==> config.mk <==
export PLATFORM = sky130hd
export DESIGN_NAME = midi_note_decoder
export DESIGN_NICKNAME = d
export VERILOG_FILES = /design/src/rtl/midi_note_decoder.sv
export SDC_FILE = /design/constraint.sdc
export NUM_CORES = 1
export LEC_CHECK = 0
export CAP_MARGIN = 0
export CORE_MARGIN = 1.5
export CORE_UTILIZATION = 50
export CTS_BUF_LIST = sky130_fd_sc_hd__clkbuf_4 sky130_fd_sc_hd__clkbuf_8 sky130_fd_sc_hd__clkbuf_16
export CTS_CLUSTER_DIAMETER = 40
export DETAILED_ROUTE_END_ITERATION = 10
export DONT_BUFFER_PORTS = 1
export PLACE_DENSITY = 0.71
export RECOVER_POWER = 100
export SYNTH_ARGS = -nofsm -noshare
export SYNTH_HDL_FRONTEND = slang
export SYNTH_SLANG_ARGS = --single-unit
==> constraint.sdc <==
create_clock -name clk -period 3.3 [get_ports clk]
set_clock_uncertainty 0.15 [all_clocks]
set_input_delay 0.66 -clock clk [delete_from_list [all_inputs] [get_ports clk]]
set_output_delay 0.66 -clock clk [all_outputs]
set_load 0.02 [all_outputs]
==> src/rtl/midi_note_decoder.sv <==
// midi_note_decoder: MIDI Note On/Off parser with running status driving 8 note-held GPIO bits.
// Define MIDI_OMNI_EN to accept 8n/9n on all 16 channels.
module midi_note_decoder #(
   parameter int CHANNEL   = 0,
   parameter int BASE_NOTE = 60
) (
   input  logic       clk,
   input  logic       rst,
   input  logic [7:0] rx_data,
   input  logic       rx_valid,
   output logic [7:0] gpio_o,
   output logic       note_stb,
   output logic       note_on,
   output logic [6:0] note_num,
   output logic [6:0] note_vel,
   output logic       err_stb
);
   typedef enum logic [1:0] {IDLE, WAIT_KEY, WAIT_VEL} state_t;
   localparam logic [7:0] L_BASE = 8'(BASE_NOTE);
   state_t     r_state, w_state_nxt;
   logic       r_rs_valid, w_rs_valid_nxt;
   logic       r_rs_on, w_rs_on_nxt;
   logic [6:0] r_key, w_key_nxt;
   logic [7:0] r_gpio, w_gpio_nxt;
   logic       r_stb, r_on, r_err;
   logic [6:0] r_num, r_vel;
   logic       w_chan_ok, w_accept, w_rt, w_err, w_event, w_on, w_in_win;
   logic [7:0] w_idx, w_mask;
`ifdef MIDI_OMNI_EN
   assign w_chan_ok = 1'b1;
`else
   localparam logic [3:0] L_CHAN = 4'(CHANNEL);
   assign w_chan_ok = rx_data[3:0] == L_CHAN;
`endif
   assign w_accept = rx_data[7:5] == 3'b100 && w_chan_ok;
   assign w_rt     = rx_data[7:3] == 5'b11111;
   assign w_on     = r_rs_on && rx_data[6:0] != 7'd0;
   // Unsigned 8-bit distance from the window base; below-base keys wrap high and fall out.
   assign w_idx    = {1'b0, r_key} - L_BASE;
   assign w_in_win = {1'b0, r_key} >= L_BASE && w_idx < 8'd8;
   assign w_mask   = 8'd1 << w_idx[2:0];
   always_comb begin
      w_state_nxt    = r_state;
      w_rs_valid_nxt = r_rs_valid;
      w_rs_on_nxt    = r_rs_on;
      w_key_nxt      = r_key;
      w_err          = 1'b0;
      w_event        = 1'b0;
      if (rx_valid && !w_rt) begin
         if (rx_data[7]) begin
            w_err          = r_state != IDLE;
            w_rs_valid_nxt = w_accept;
            w_rs_on_nxt    = w_accept ? rx_data[4] : 1'b0;
            w_state_nxt    = w_accept ? WAIT_KEY : IDLE;
         end else if (r_state == WAIT_VEL) begin
            w_event     = 1'b1;
            w_state_nxt = WAIT_KEY;
         end else if (r_state == WAIT_KEY || r_rs_valid) begin
            w_key_nxt   = rx_data[6:0];
            w_state_nxt = WAIT_VEL;
         end
      end
      w_gpio_nxt = (w_event && w_in_win) ? (w_on ? r_gpio | w_mask : r_gpio & ~w_mask) : r_gpio;
   end
   always_ff @(posedge clk) begin
      if (!rst) begin
         r_state    <= IDLE;
         r_rs_valid <= 1'b0;
         r_rs_on    <= 1'b0;
         r_key      <= 7'd0;
         r_gpio     <= 8'd0;
         r_stb      <= 1'b0;
         r_on       <= 1'b0;
         r_num      <= 7'd0;
         r_vel      <= 7'd0;
         r_err      <= 1'b0;
      end else begin
         r_state    <= w_state_nxt;
         r_rs_valid <= w_rs_valid_nxt;
         r_rs_on    <= w_rs_on_nxt;
         r_key      <= w_key_nxt;
         r_gpio     <= w_gpio_nxt;
         r_stb      <= w_event;
         r_err      <= w_err;
         if (w_event) begin
            r_on  <= w_on;
            r_num <= r_key;
            r_vel <= rx_data[6:0];
         end
      end
   end
   assign gpio_o   = r_gpio;
   assign note_stb = r_stb;
   assign note_on  = r_on;
   assign note_num = r_num;
   assign note_vel = r_vel;
   assign err_stb  = r_err;
endmodule
Word level (Yosys, flattened, before mapping)

Cells that the tools add are included.

Shift-type cells: 1
Multiplexer cells: 9
$add $sub $neg: 1
Order comparisons: 2
Bitwise operators: 5
Equal/unequal tests: 4
Reduce and logical (&&, ||, !) cells: 15

Operators by type and width:

| cell                | count |
|---|---|
| $and 8x8->8         | 1 |
| $lt 8x4->1 const B  | 1 |
| $mux 8              | 1 |
| $not 8->8           | 1 |
| $or 8x8->8          | 1 |
| $shl 1x3->8 const A | 1 |
| $sub 7x6->8 const B | 1 |
| $ge 7x6->1 const B  | 1 |
| $reduce_bool 7->1   | 1 |
| $mux 2              | 3 |
| $eq 5x5->1 const B  | 1 |
| $logic_and 1x1->1   | 5 |
| $mux 1              | 5 |
| $logic_not 4->1     | 1 |
| $reduce_and 2->1    | 2 |
| $reduce_and 4->1    | 1 |
| $eq 3x3->1 const B  | 1 |
| $reduce_and 3->1    | 1 |
| $reduce_bool 3->1   | 1 |
| $eq 2x1->1 const B  | 1 |
| $eq 2x2->1 const B  | 1 |
| $not 1->1           | 2 |
| $reduce_bool 2->1   | 1 |
| $logic_not 1->1     | 1 |
| $logic_or 1x1->1    | 1 |

Word-level logic and storage cells: 47
Input bits: 11
Bits in registers: 36
Output and inout port bits: 25

Longest topological paths before layout

Depth after elaboration: 5
Gate-level depth with buffers: 6
Depth with buffers taken out: 5

Least setup slack after synthesis

Ideal clock, no wire load.

Path type: input -> register
Start point: input rx_data[5]
End point: register (tool-made name)
Setup slack: 1.200 ns
Path buffers: 0
Data arrival time: 1.820 ns
Required time: 3.020 ns
Setup time: 0.130 ns
Cell stages on the path: 4
Path through: or4_4 > or4_4 > nand3_4 > mux2i_1

RTL lines:

| item        | line | text |
|---|---|---|
| from (decl) | 9    | `input logic [7:0] rx_data,` |

==> results.cfg <==
[synth]
ys_seq_area_frac = 0.449
synthFlopType = dfxtp_1
synth_top_family_by_area = simple AND/OR/NAND/NOR gates
synth_top_cells_by_area = dfxtp_1, a21boi_0, nand2_1
synth_top_cell_by_area = dfxtp_1
ys.warnings.count = 0
synth-simple-area-share = 0.267
synth.most_common_cell = nand2_1
synth_edf_count = 0
synth_xor_area_frac = 0.00546
syn_nets = 196
synth.area.mux_share = 0.0624
avgSynthCellArea_sq_um = 8.72
synthCells = 184
synth-compound-area-share = 0.157
synth_seq_cells = 36
synth.distinct_cells = 33
synthArstFlopShare = 0
netlist_area_sq_mm = 0.00161
synth_top_area_share = 0.449
synth.cells.most_frequent = nand2_1, dfxtp_1, a21boi_0
synthAdderAreaFrac = 0.0203

[worst_hold_path]
hold_depth = 2
hp-class = in -> reg
min_from = rx_data[0]
hold_end = note_vel[0]$_SDFFE_PN0P_

[drt]
drtIter0Drc = 45
routed_wl_um = 3180
firstDrtPassIters = 4
drc = 0
routedWlPerCell_um = 14.1
route.vias.total = 1274
ant_nets = 0
vias_per_cell = 5.64

[die]
die_height_um = 59.7
start_util = 0.526
rows = 20
num_io_pins = 36
core_area_sq_mm = 0.00305
die_area_sq_mm = 0.00356
fp.dieW_um = 59.7

[layout]
diodes = 0
multi_input_area_sq_um = 816
ff_latch_area_sq_um = 721
syn_to_final_growth_pct = 6.24
fillCellCount = 293
final_layout_size_suffix_gt1_frac = 0.0604
finish.utilization = 0.559
nNetsFinal = 193

[critical_path]
worstSetupPathType = reg -> reg
crit_path_max_fanout = 17
worstRegToRegCells = 4
endpoint_kind = flop
critPathRequiredTime_ns = 3.43
reg2reg_slack_ns = 0.76
start_kind = flop
arrival_ns = 2.67
r2r_start = r_state[1]$_SDFFE_PN0P_
critPathLaunch = r_state[1]$_SDFFE_PN0P_
slowest_stage = and4bb_1
max_stage_delay_ns = 0.60
path_cells = and4bb_1, o21ai_0, nor4b_1, mux2i_1
cp_num_buf_inv = 0
cp_top_family = simple AND/OR/NAND/NOR gates

[sta]
setup_viol = 0
tns_ns = 0
tightest_slew_ns = 0.839
hold_viol_final = 0
relSlewSlack = 0.435
rsz0062_at_grt = no
fin_crit_sh = 0.771
slew_viol_final = 0
setup_slack_ns = 0.756
min_period_ns = 2.54
fmax_ghz = 0.393

[clock_tree]
insertion_delay_ns = 0.34
cts_buffers = 5
cts.sinks = 36
root_buffer = clkbuf_4
cts_tree = built
cts_htree_levels = 2
postCtsSetupBuffers = 0
post_cts_resized = 0
cts_buffer_depth = 2
cts_hold_buf = 0
clk_pin_slew_ns = 0.11

[power]
p_int_mw = 0.642
power_mw = 0.791
clkPwrFrac = 0.435
irDropWorstVdd_mv = 0.315
seqPwrFrac = 0.550
p_leak_nw = 0.534
switching_power_mw = 0.149
power_frac_comb = 0.015
p_sw_frac = 0.188
power_density_mw_per_mm2 = 464

[grt]
grt_first_pass_wirelength_um = 5420
grt_usage = 0.203
grt_overflow_total = 0
grt_max_degree = 41
first_global_vias = 1230
antenna_found_initial = 0

[place]
post-dp-hpwl_um = 2280
gp_congestion = 0.789
port_buffers = 0
dp_slack_ns = 1.07

[status]
status = complete, no violations

[job]
cap_violations = 0
power groups by stage:
stage                     combinational (mW)  clock, mW  sequential [mW]
after CTS                             0.0122      0.354            0.435
after detailed placement              0.0121          0            0.445
after global placement                0.0119          0            0.445
after global routing                  0.0130      0.377            0.435
final                                 0.0119      0.344            0.435
after floorplan                       0.0161          0            0.445
cell usage in the layout, fill, tap and decap left out, drive strengths merged, types with 2 or more instances in the layout:
| cell type | instances |
|---|---|
| nand2 | 41 |
| clkbuf | 7 |
| nor4b | 4 |
| nor4 | 5 |
| mux2i | 10 |
| nand3 | 14 |
| and2 | 2 |
| o21ai | 12 |
| a21boi | 22 |
| maj3 | 2 |
| nor2 | 2 |
| dfxtp | 36 |
| nor2b | 3 |
| or4 | 2 |
| inv | 5 |
| nor3 | 2 |
cells by family after synthesis:
logic type / after synthesis
flops: 36
simple gates: 82
buf+inv: 15
xor+xnor: 1
compound gates: 37
fa+ha+maj: 3
mux: 10
routing by layer:
metal	track usage	part of all wire
met2	0.335	0.47
met5	0	0
met3	0.0887	0.090
met1	0.229	0.43
met4	0.0825	0.014
worst max-delay path by stage:
stage | to | depth (start not counted)
final | flop | 4
after global placement | flop | 4
after detailed placement | flop | 4
after global routing | flop | 4
after CTS | flop | 4
after floorplan | flop | 4
per-stage QoR:
| step | area (sq um) | instances | hold WS (ns) |
|---|---|---|---|
| finish | 1710 | 226 | 0.302 |
| global route | 1710 | 226 | 0.258 |
| CTS | 1710 | 226 | 0.270 |
| detailed placement | 1620 | 218 | 0.338 |
| global placement | 1620 | 218 | 0.339 |
| floorplan | 1610 | 184 | 0.310 |
cell type report:
cell class              count  area share
clock buffers               7      0.0382
flip-flops and latches     36       0.423
multi-input cells         133       0.478
clock inverters             1      0.0176
well taps                  44      0.0323
inverters                   5      0.0110
Power figures use the tool's default switching activity.
